[config.mk]
export PLATFORM = sky130hd
export DESIGN_NAME = gcd_arbiter
export DESIGN_NICKNAME = d
export VERILOG_FILES = /design/src/rtl/gcd_arbiter.sv
export SDC_FILE = /design/constraint.sdc
export NUM_CORES = 1
export LEC_CHECK = 0
export ABC_CLOCK_PERIOD_IN_PS = 5100
export CORE_AREA = 4 4 156 158
export CTS_CLUSTER_SIZE = 25
export DETAILED_ROUTE_END_ITERATION = 16
export DIE_AREA = 0 0 160 162
export PLACE_DENSITY = 0.64
export SLEW_MARGIN = 25
export SYNTH_ARGS = -nofsm -noshare
export SYNTH_HDL_FRONTEND = slang
export SYNTH_SLANG_ARGS = --single-unit
[constraint.sdc]
create_clock -name clk -period 5.1 [get_ports clk]
set_input_delay 1.02 -clock clk [delete_from_list [all_inputs] [get_ports clk]]
set_output_delay 1.02 -clock clk [all_outputs]
set_load 0.01 [all_outputs]
[src/rtl/gcd_arbiter.sv]
// Round-robin front end that shares one start/done gcd engine among NUM_REQ clients.
// Optional WAIT-state watchdog enabled by defining GCD_ARB_TIMEOUT_EN.
module gcd_arbiter #(
    parameter int NUM_REQ        = 4,
    parameter int DATA_W         = 32,
    parameter int TIMEOUT_CYCLES = 256
) (
    input  logic                        clk,
    input  logic                        reset_n,
    input  logic [NUM_REQ-1:0]          req,
    input  logic [NUM_REQ*DATA_W-1:0]   a_in,
    input  logic [NUM_REQ*DATA_W-1:0]   b_in,
    output logic [NUM_REQ-1:0]          gnt,
    output logic                        busy,
    output logic                        rsp_valid,
    input  logic                        rsp_ready,
    output logic [$clog2(NUM_REQ)-1:0]  rsp_id,
    output logic [DATA_W-1:0]           rsp_data,
    output logic                        rsp_err,
    output logic [DATA_W-1:0]           eng_a,
    output logic [DATA_W-1:0]           eng_b,
    output logic                        eng_start,
    input  logic [DATA_W-1:0]           eng_result,
    input  logic                        eng_done
);

    localparam int ID_W = $clog2(NUM_REQ);

    typedef enum logic [1:0] {
        IDLE,
        LOAD,
        WAIT,
        RESP
    } state_t;

    state_t              state, state_nx;
    logic [ID_W-1:0]     rr, rr_nx;
    logic [ID_W-1:0]     win, hi_idx, lo_idx;
    logic                hi_found, lo_found;
    logic [NUM_REQ-1:0]  gnt_nx;
    logic                start_nx, busy_nx, valid_nx;
    logic [ID_W-1:0]     id_nx;
    logic [DATA_W-1:0]   data_nx, a_nx, b_nx;

`ifdef GCD_ARB_TIMEOUT_EN
    localparam int CNT_W = $clog2(TIMEOUT_CYCLES + 1);
    logic [CNT_W-1:0]    cnt, cnt_nx;
    logic                err_q, err_nx;
    assign rsp_err = err_q;
`else
    assign rsp_err = 1'b0;
`endif

    // Lowest asserted index at/above rr wins, else lowest below rr.
    always_comb begin
        hi_found = 1'b0;
        lo_found = 1'b0;
        hi_idx   = '0;
        lo_idx   = '0;
        for (int i = NUM_REQ - 1; i >= 0; i--) begin
            if (req[i]) begin
                if (ID_W'(i) >= rr) begin
                    hi_found = 1'b1;
                    hi_idx   = ID_W'(i);
                end else begin
                    lo_found = 1'b1;
                    lo_idx   = ID_W'(i);
                end
            end
        end
        win = hi_found ? hi_idx : lo_idx;
    end

    always_comb begin
        state_nx = state;
        rr_nx    = rr;
        gnt_nx   = '0;
        start_nx = 1'b0;
        valid_nx = rsp_valid;
        id_nx    = rsp_id;
        data_nx  = rsp_data;
        a_nx     = eng_a;
        b_nx     = eng_b;
`ifdef GCD_ARB_TIMEOUT_EN
        cnt_nx   = cnt;
        err_nx   = err_q;
`endif
        unique case (state)
            IDLE: begin
                if (|req) begin
                    state_nx    = LOAD;
                    id_nx       = win;
                    a_nx        = a_in[win*DATA_W +: DATA_W];
                    b_nx        = b_in[win*DATA_W +: DATA_W];
                    gnt_nx[win] = 1'b1;
                    start_nx    = 1'b1;
                end
            end
            LOAD: begin
                state_nx = WAIT;
                rr_nx    = (rsp_id == ID_W'(NUM_REQ - 1)) ? '0 : rsp_id + 1'b1;
`ifdef GCD_ARB_TIMEOUT_EN
                cnt_nx   = '0;
`endif
            end
            WAIT: begin
                if (eng_done) begin
                    state_nx = RESP;
                    valid_nx = 1'b1;
                    data_nx  = eng_result;
`ifdef GCD_ARB_TIMEOUT_EN
                    err_nx   = 1'b0;
                end else if (cnt == CNT_W'(TIMEOUT_CYCLES - 1)) begin
                    state_nx = RESP;
                    valid_nx = 1'b1;
                    data_nx  = '0;
                    err_nx   = 1'b1;
                end else begin
                    cnt_nx   = cnt + 1'b1;
`endif
                end
            end
            RESP: begin
                if (rsp_ready) begin
                    state_nx = IDLE;
                    valid_nx = 1'b0;
                end
            end
            default: state_nx = IDLE;
        endcase
        busy_nx = (state_nx != IDLE);
    end

    always_ff @(posedge clk or negedge reset_n) begin
        if (!reset_n) begin
            state     <= IDLE;
            rr        <= '0;
            gnt       <= '0;
            eng_start <= 1'b0;
            busy      <= 1'b0;
            rsp_valid <= 1'b0;
            rsp_id    <= '0;
            rsp_data  <= '0;
            eng_a     <= '0;
            eng_b     <= '0;
`ifdef GCD_ARB_TIMEOUT_EN
            cnt       <= '0;
            err_q     <= 1'b0;
`endif
        end else begin
            state     <= state_nx;
            rr        <= rr_nx;
            gnt       <= gnt_nx;
            eng_start <= start_nx;
            busy      <= busy_nx;
            rsp_valid <= valid_nx;
            rsp_id    <= id_nx;
            rsp_data  <= data_nx;
            eng_a     <= a_nx;
            eng_b     <= b_nx;
`ifdef GCD_ARB_TIMEOUT_EN
            cnt       <= cnt_nx;
            err_q     <= err_nx;
`endif
        end
    end

endmodule
-- Yosys cells after proc, flatten, opt, wreduce, memory -nomap -nowiden
Index checks and enable logic that the tools add are counted.
- word-level logic and storage cells: 72
- latch bits: 0
- memory bits (writable): 0
- bits of input ports: 296
- output and inout bits: 106
- bits in registers: 109
- memories: 0
- memory bits (read-only): 0
- bitwise operators: 0
- add/subtract/negate cells: 1
- shift-type cells: 2
- $lt $le $gt $ge: 6
- reduce and logical (&&, ||, !) cells: 8
- mux-type cells: 39
- div/mod/pow operators: 0
- eq/ne operators: 6
- multipliers: 0
- operator list (operator ; count):
    $shiftx 128x8->32 ; 2
    $mux 2 ; 21
    $mux 1 ; 13
    $mux 4 ; 2
    $pmux 2 s4 ; 1
    $eq 2x2->1 const B ; 3
    $ge 1x2->1 const A ; 2
    $ge 2x2->1 const A ; 2
    $ne 2x2->1 const B ; 2
    $reduce_and 2->1 ; 2
    $reduce_bool 2->1 ; 2
    $reduce_or 4->1 ; 1
    $lt 2x3->1 const B ; 1
    $reduce_and 3->1 ; 1
    $add 2x1->2 const B ; 1
    $demux 1 s2 ; 1
    $eq 2x1->1 const B ; 1
    $ge 2x1->1 const B ; 1
    $logic_not 2->1 ; 1
    $pmux 1 s2 ; 1
    $logic_and 1x1->1 ; 1

-- Depth between registers and ports, before layout
Gate-level depths: netlist of the first run.
- depth in word-level cells: 16
- gate-level depth with buffers: 8
- mapped depth without buffers: 5

-- Worst setup path before layout of the first run
OpenSTA, ideal clock, no wires.
- path type: input-to-reg
- start: input req[3]
- end: register eng_a[10]
- data arrival time: 2.118 ns
- path buffers: 3
- slack: 2.850 ns
- library setup time: 0.132 ns
- stages on the path: 8
- data required time: 4.968 ns
- cells stage by stage: nand2b_1 -> a21boi_1 -> buf_2 -> buf_4 -> buf_2 -> nor3_1 -> o21ai_1 -> nand4_1
- word-level cells in the longest chain between the ends: 9
- elaborated cells between the ends (all ways): 25
- classes of those cells: 1 x shift; 22 x mux; 2 x reduce/logical
- RTL lines (element ; line ; source):
    start, declared ; 10 ; input logic [NUM_REQ-1:0] req,
    $mux 2 or $mux 1 (tied branches) ; 61 ; if (req[i]) begin
    $mux 2 or $mux 1 (tied branches) ; 62 ; if (ID_W'(i) >= rr) begin
    $mux 2 or $mux 1 (tied branches) ; 61 ;
    $mux 2 or $mux 1 (tied branches) ; 62 ;
    $mux 2 or $mux 1 (tied branches) ; 61 ;
    $mux 2 or $mux 1 (tied branches) ; 62 ;
    $mux 2 or $mux 1 (tied branches) ; 61 ;
    $mux 2 ; 71 ; win = hi_found ? hi_idx : lo_idx;
    $shiftx 128x8->32 ; 93 ; a_nx = a_in[win*DATA_W +: DATA_W];
    end signal, assigned ; 159 ; eng_a <= a_nx;
    end, declared ; 20 ; output logic [DATA_W-1:0] eng_a,
Parallel ways exist; a longest one is shown, timed or not.
A chain may end at the register's enable or synchronous reset.

-- Final worst setup path of the first run
- start: input req[0]
- end: register eng_b[8]
- word-level cells in the longest chain between the ends: 3
- elaborated cells between the ends (all ways): 7
- classes of those cells: 1 x shift; 4 x mux; 2 x reduce/logical
- RTL lines (element ; line ; source):
    $mux 2 or $mux 1 (tied branches) ; 61 ;
    $mux 2 ; 71 ;
    $shiftx 128x8->32 ; 94 ; b_nx = b_in[win*DATA_W +: DATA_W];
    end signal, assigned ; 160 ; eng_b <= b_nx;
    end, declared ; 21 ; output logic [DATA_W-1:0] eng_b,
Parallel ways exist; a longest one is shown, timed or not.

==> results, run 1 <==
- The run finished with clean final reports.
- Routability-driven placement finished with a final weighted congestion of 0.871.
- Once the floorplan was initialized, standard cells occupied 28.2% of the core.
- The leakage power summed over all cells is 4.34 nW.
- The post-synthesis sequential area ratio is 41.8%.
- Dividing the detail-routed wire length by the instance count gives 20.9 um.
- The overall die width is 160 um.
- The count of nets left with antenna violations once routing finished came out at 0.
- The tool flagged a number of max-cap violations equal to 0.
- The data arrival time of the critical path is 3740 ps.
- The number of global-route vias before repair is 7651.
- Counting I/O delays and the setup requirement, the final critical path takes 3520 ps.
- The clock slew seen by the registers of the worst setup and hold paths is 90 ps.
- The residual overflow from global routing is 0.
- The mean post-synth cell area is 8.32 sq um.
- Between clock sinks in the finished design, the worst skew comes to 8.59 ps.
- The cell count after synthesis came out at 784.
- The biggest fanout along the worst timing path is 66.
- The achievable clock frequency is 0.284 GHz.
- The longest clock path from root to sink contains 2 buffers.
- The most numerous cell type found on the critical path is buf_4.
- The endpoint class of the critical path is a flip-flop.
- The total of buffers placed on input and output ports is 400.
- The mapped netlist covers 6520 sq um.
- The final layout net count is 1423.
- The worst path uses 69.0% of the clock period.
- After detailed routing, the number of remaining DRC violations is 0.
- The first global-routing pass estimated 45100 um of wire.
- The max-slew headroom at the worst pin is 39.4%.
- The final sum of negative setup slack is 0 ps.
- Among all flip-flop cells after synthesis, the most frequent one is dfrtp_1.
- The highest routing layer actually used is met4.
- In this run the core area contains 56 standard-cell rows.
- Counting every net in the synthesized netlist gives 1081.
- The die covers 25900 sq um.
- Summed over all nets, wire length on met2 after detailed routing comes to 14700 um.
- The total I/O pin count is 402.
- CTS built an H-tree with a depth of 3.
- The number of design-rule violations left by the first detailed-router iteration is 577.
- The fill cell instance count of the final layout is 2255.
- In this design, the stage delay of the slowest critical-path cell is 690 ps.
- In this run, distinct cell masters in the synthesized netlist total 39.
- The final layout contains routed wiring with a total length of 29800 um.
- In the global route stage, overall resource usage came out at 21.8%.
- Dividing total power by cell area gives a power density of 457 nW/um^2.
- Across all layers, the routed design uses 7673 vias.
- The area of the core is 23100 sq um.
- The clock latency at the later pin of the worst-skew pair is 360 ps.
- Once the clock tree was built, the setup fixing pass inserted 0 buffers.
- Cells with a size suffix above 1 make up 6.98% of the layout.
- Setup repair after global routing left no endpoint under its margin.
- The tree built by TritonCTS fans out to 109 sinks.
- The actual transition at the worst max-transition pin is 908 ps.
- Summed over all nets, wire length on met3 after detailed routing comes to 2500 um.
- In this run, post-CTS repair resized a total of 0 instances.
- The flip-flop and latch count after synthesis is 109.
- The kind of cell adding the most delay to the critical path is buffers and inverters.
- The proportion of register bits with asynchronous set or reset after synthesis is 100%.
- The pin count of the biggest net entering global routing is 129.
- The class of the most critical setup path is in2reg.
- Counting flops with a built-in enable in the synthesized netlist gives 0.
- The final hold violation count is 0.
- The root buffer cell is clkbuf_16.
- The number of max-slew violations in the final report is 0.
- Across all hold checks on the routed design, the worst slack comes to 501 ps.
- The detailed-routing iteration count for the pre-antenna-repair pass is 5.
- Hold repair after CTS inserted 0 buffers.
- The synthesis warning total is 0.
- Setup violations remaining at the end of the flow were counted as 0.
- TritonCTS built the clock tree.
- The completed layout was analyzed and its total power is 5.04 mW.
- Walking the worst path, the cells encountered are clkdlybuf4s50_1 -> nand3_1 -> a21oi_4 -> buf_4 -> buf_4 -> nor3_1 -> o21ai_1 -> nand4_1.
- The die extent in y is 162 um.
- For the worst setup path, the data required time is 5320 ps.
- Detailed placement ended at an HPWL of 21100 um.
- The area added between synthesis and finish is 68.8%.
- Using the TritonRoute via totals, the vias-per-cell ratio works out to 5.40.
- The cell type of the slowest stage on the worst timing path is buf_4.
- The number of buffer and inverter stages on the critical path is 3.
- In the final routing, the length of wire on met1 measures 11900 um.
- STA classifies the critical path startpoint as an input port.
- Across the VDD grid, the largest voltage drop is 0.154 mV.
- TritonCTS created 9 clock buffers.
- The number of antenna violations at the first check in global routing is 1.
- The worst hold path class is in2async.
[cells in the mapped netlist (2+ instances only)]
master,count,area (sq um)
buf_4,11,82.6
buf_1,3,11.3
nand2b_1,4,25.0
nor2b_1,3,18.8
nand4_1,63,394
nor3_1,65,325
o21ai_1,65,325
clkbuf_1,39,146
dfrtp_1,109,2730
a21o_1,3,22.5
nand2_1,131,492
nand3_1,128,641
and2_1,2,12.5
buf_2,35,175
a21oi_1,2,10.0
nor4_1,2,12.5
mux2_2,33,372
o31a_1,64,561
nor2_1,2,7.51
[where the power goes]
group / internal [mW] / switching, mW
sequential: 1.26 / 0.244
clock: 0.348 / 0.381
combinational: 1.38 / 1.42
total: 2.99 / 2.05
[registers in the layout, summed over array words and instances (netlist names), 2 cells and up]
name and cells:
rr 2, state 2, rsp_data 32, rsp_id 2, gnt 4, eng_b 32, eng_a 32
[path summary, 6_finish.rpt]
kind,from,to,slack (ps),cells after the start
worst max-delay path,req[0],eng_b[8],1580,8
worst min-delay path,reset_n,rsp_data[6],500,1
worst max register to register,rr[1],eng_b[8],2220,7
worst min register to register,eng_a[18],eng_a[18],500,2
max in group asynchronous,reset_n,eng_a[16],3580,2
min in group clk,eng_a[18],eng_a[18],500,2
[layout by cell type (no fill, tap or decap), drive strengths merged, types with 4 or more instances in the layout]
master and n:
nor3 65, clkbuf 10, o31a 64, inv 4, dfrtp 109, nand2b 4
buf 20, nand4 63, nand2 131, o21ai 66, clkdlybuf4s50 399, nand3 128
mux2 33
[area by class of cell]
class / count / area, sq um / share of cell area (%)
well taps: 290 / 363 / 3.29
clock inverters: 6 / 67.6 / 0.613
repair buffers: 419 / 4180 / 38.0
multi-input cells: 586 / 3440 / 31.2
inverters: 1 / 3.75 / 0.0341
clock buffers: 10 / 229 / 2.08
diodes: 1 / 2.50 / 0.0227
flip-flops and latches: 109 / 2730 / 24.8
[per-stage QoR]
step	setup slack, ps	utilization (%)	instance area (sq um)	std cells
detailed placement	1180	46.3	10700	1405
finish	1580	47.6	11000	1422
global route	1410	47.6	11000	1422
CTS	1560	47.6	11000	1421
global placement	1360	46.3	10700	1405
floorplan	2850	-	6520	784
[logic make-up after synthesis]
family,share of synthesized area (%)
muxes,5.85
other,0.0575
DFF,41.8
and+or+nand+nor,30.5
AOI/OAI and AO/OA,15.2
buffers and inverters,6.42
adders and majority gates,0.192
[metal layers]
| metal | vias up | track usage [%] |
|---|---|---|
| li1 | 3560 | - |
| met1 | 3662 | 27.0 |
| met2 | 407 | 37.4 |
| met3 | 44 | 5.15 |
| met4 | 0 | 7.24 |
| met5 | - | 0 |
No activity file was read; power rests on OpenSTA's default activity.
==> run 2: changes to the inputs <==
==> config.mk (replaced) <==
export PLATFORM = sky130hd
export DESIGN_NAME = gcd_arbiter
export DESIGN_NICKNAME = d
export VERILOG_FILES = /design/src/rtl/gcd_arbiter.sv
export SDC_FILE = /design/constraint.sdc
export NUM_CORES = 1
export LEC_CHECK = 0
export ABC_CLOCK_PERIOD_IN_PS = 3100
export CORE_AREA = 4 4 152 154
export CTS_CLUSTER_SIZE = 25
export DETAILED_ROUTE_END_ITERATION = 16
export DIE_AREA = 0 0 156 158
export PLACE_DENSITY = 0.7
export SLEW_MARGIN = 25
export SYNTH_ARGS = -nofsm -noshare
export SYNTH_HDL_FRONTEND = slang
export SYNTH_SLANG_ARGS = --single-unit
==> constraint.sdc (replaced) <==
create_clock -name clk -period 3.1 [get_ports clk]
set_input_delay 0.62 -clock clk [delete_from_list [all_inputs] [get_ports clk]]
set_output_delay 0.62 -clock clk [all_outputs]
set_load 0.01 [all_outputs]
==> run 2 against run 1 <==
Against the previous run:
- cell area rose by 0.83%
- critical path type unchanged
- via count rose by 0.38%
- sequential share of layout area fell by 0.20 points
- critical path depth fell by 1
- wire length fell by 2.2%
- global-route usage rose by 0.50 points
- count of clock-buffer cells in the layout did not move
- first-iteration DRC count rose by 19%
- combinational power rose by 70%
- utilization rose by 3.6 points
- critical endpoint is now eng_a[31]
==> results, run 2 (synthesis gave the netlist of run 1 again) <==
- The run finished with clean final reports.
- The final sum of negative setup slack was 0 ps (unchanged).
- The pin count of the biggest net entering global routing is 80 (-38%).
- The biggest fanout along the worst timing path came to 48 (-27%).
- The data arrival time of the critical path is 2590 ps (-1150 ps).
- The residual overflow from global routing came to 0 (unchanged).
- STA classifies the critical path startpoint as an input port.
- The antenna diode count is 0 (-1).
- The design internal power was 5.00 mW (+67%).
- The fill cell instance count of the final layout is 2030 (-10%).
- The number of global-route vias before repair is 7596 (-0.72%).
- The die footprint is 24600 sq um (-4.9%).
- The achievable clock frequency is 0.422 GHz.
- The worst hold path class is in2async.
- The final number of setup-violating endpoints is 0 (unchanged).
- The met1 global-route usage was 27.9% (+0.80 points).
- The number of clock sinks seen by CTS is 109 (unchanged).
- The clock buffer count from CTS is 9 (unchanged).
- The combinational power share came to 56.6% (+1.0 points).
- Setup repair after global routing left no endpoint under its margin.
- CTS placed an instance of clkbuf_16 at the clock tree root.
- The net switching power figure was 3.39 mW (+65%).
- The row count is 54 (-3.6%).
- The worst setup slack for register-to-register paths came to 1010 ps (-1210 ps).
- The max-slew headroom at the worst pin is 58.8% (+19 points).
- The detailed-route via count came to 7702 (+0.38%).
- met2 is the most crowded layer.
- For the finished layout, the period the worst path requires is 2370 ps.
- The sequential power share is 29.3% (-0.6 points).
- The CTS tree is yes.
- The fraction of layout instances using a drive strength above 1 was 7.48% (+0.49 points).
- The area growth from synthesis to layout is 70.2%.
- The net switching fraction of the power is 40.4% (-0.24 points).
- The first-pass GRT wire length came to 43400 um (-3.9%).
- The total placed cells including tap cells came to 1401 (-0.28%).
- The cell area power density was 755 nW/um^2 (+65%).
- The max-cap violation count is 0 (unchanged).
- The placement-stage cell area is 10800 sq um (+0.89%).
- The library cell used most frequently in the layout, excluding fill and tap cells, is clkdlybuf4s50_1.
- The actual transition at the worst max-transition pin is 618 ps (-290 ps).
- The top cell types in the final layout, fill and taps aside, are clkdlybuf4s50_1, nand2_1, nand3_1.
- The clock slew seen by the registers of the worst setup and hold paths is 90 ps (about the same).
- The total I/O pin count is 402 (unchanged).
- The final hold violation count is 0 (unchanged).
- The met2 layer usage reported by global route is 38.4% (+1.0 points).
- The critical register-to-register path endpoint is eng_a[6].
- The met3 track demand over resource was 5.14% (-0.012 points).
- The number of DRC violations after detailed routing is 0 (unchanged).
- The detailed-routing iteration count for the pre-antenna-repair pass came to 5 (unchanged).
- The startpoint of the worst-slack reg-to-reg timing path is rr[1].
- The post-route antenna net violation count is 0 (unchanged).
- The overall die width is 156 um (-2.5%).
- The cell type of the slowest stage on the worst timing path is clkdlybuf4s50_1.
- The number of cells in the finished layout apart from fillers came to 1417 (-0.35%).
- By startpoint and endpoint, the worst setup path is classified as in2reg.
- The endpoint class of the critical path is a flip-flop.
- The number of levels the H-tree was split into is 3 (unchanged).
- The final layout net count is 1429 (+0.42%).
- The number of buffers between clock root and the deepest sink was 2 (unchanged).
- The final HPWL from detailed placement was 20500 um (-2.7%).
- The delay of the slowest cell on the worst path is 530 ps (-160 ps).
- The total of buffers placed on input and output ports is 400 (unchanged).
- The final RePlAce weighted congestion was 0.841 (-3.4%).
- The wire length per cell after detailed routing is 20.6 um (-1.9%).
- The final total power came to 8.38 mW (+66%).
- The leakage power summed over all cells came to 4.38 nW (+0.99%).
- In the final layout, the registers with the most flip-flops are eng_a (32), eng_b (32), rsp_data (32).
- The clock skew is 13.8 ps (+5.18 ps).
- The post-layout instance area is 11100 sq um (+0.83%).
- The number of post-CTS setup repair buffers is 0 (unchanged).
- The kind of cell adding the most delay to the critical path is buffers and inverters.
- The via-per-instance ratio came to 5.44 (+0.73%).
- The die extent in y is 158 um (-2.5%).
- The signal on the critical path passes through clkdlybuf4s50_1 -> nand2b_1 -> a21boi_4 -> buf_4 -> nor3_1 -> o21ai_1 -> nand4_1.
- The overall global routing resource usage is 22.3% (+0.50 points).
- The fraction of power consumed by the clock network is 14.1% (-0.4 points).
- The clock latency at the later pin of the worst-skew pair is 360 ps (about the same).
- The initial standard-cell utilization of the core is 30.1% (+1.9 points).
- The data required time of the critical path was 3320 ps (-2000 ps).
- The worst reg-to-reg path cell count is 6 (-1).
- The hold buffer count at CTS came to 0 (unchanged).
- The worst supply voltage drop on vdd is 0.370 mV (+140%).
- The area of the core is 21700 sq um (-6.2%).
- The quantity of gates resized following cts came to 0 (unchanged).
- The wire length after detailed routing is 29100 um (-2.2%).
- The worst setup margin is 731 ps (-851 ps).
- The number of max-slew violations in the final report is 0 (unchanged).
- The worst setup slack after placement is 388 ps (-793 ps).
- The number of buffer and inverter stages on the critical path is 2 (-1).
- The fraction of the cycle the final worst path needs is 76.4%.
- The number of antenna violations at the first check in global routing came to 0 (-1).
- The number of design-rule violations left by the first detailed-router iteration is 686 (+19%).
## run 2: cell types whose count changed in the layout (fill, tap and decap cells not counted), sizes merged
cell	delta
clkinvlp	+1
clkinv	-1
diode	-1
buf	+6
## run 2: area by class of cell
cell class                 count  area, sq um  area share, %
inverter                       1         3.75         0.0338
sequential                   109         2730           24.6
tap                          280          350           3.15
clock buffer                  10          229           2.06
multi-input combinational    586         3440           31.0
timing repair buffer         425         4290           38.6
clock inverter                 6         66.3          0.597
## run 2: power groups by stage
stage / clock network (mW) / registers (mW) / logic, mW
floorplan: 0 / 2.73 / 2.01
global placement: 0 / 2.45 / 4.75
detailed placement: 0 / 2.47 / 4.80
CTS: 1.23 / 2.45 / 4.81
global route: 1.27 / 2.54 / 5.12
finish: 1.18 / 2.45 / 4.75
## run 2: routing by layer
layer / wire (um) / up-vias / share of wire [%]
met2: 14400 / 404 / 49
met5: 0 / - / 0
met3: 2860 / 38 / 9.8
met4: 607 / 0 / 2.1
met1: 11300 / 3690 / 39
li1: - / 3570 / -
## run 2: worst register-to-register path, stage by stage, from the launching register on
cell and delay [ps]:
dfrtp_1 490, or3b_2 680, buf_4 340, nand2_1 150, nor3_1 50, o21ai_1 170
nand4_1 100
## run 2: worst max-delay path by stage
stage / start / end / slack (ps) / cells after the start
2_1_floorplan: req[3] / eng_a[10] / 1250 / 8
3_3_place_gp: req[3] / eng_a[22] / 400 / 7
3_5_place_dp: req[3] / eng_a[31] / 390 / 7
4_1_cts: req[3] / eng_a[18] / 750 / 7
5_1_grt: req[3] / eng_a[30] / 600 / 7
6_report: req[3] / eng_a[31] / 730 / 7
## run 2: per-stage QoR
stage          hold WS, ps  utilization (%)
2_1_floorplan          324                -
3_3_place_gp           469             49.8
3_5_place_dp           485             49.8
4_1_cts                274             51.2
5_1_grt                290             51.2
6_report               250             51.2
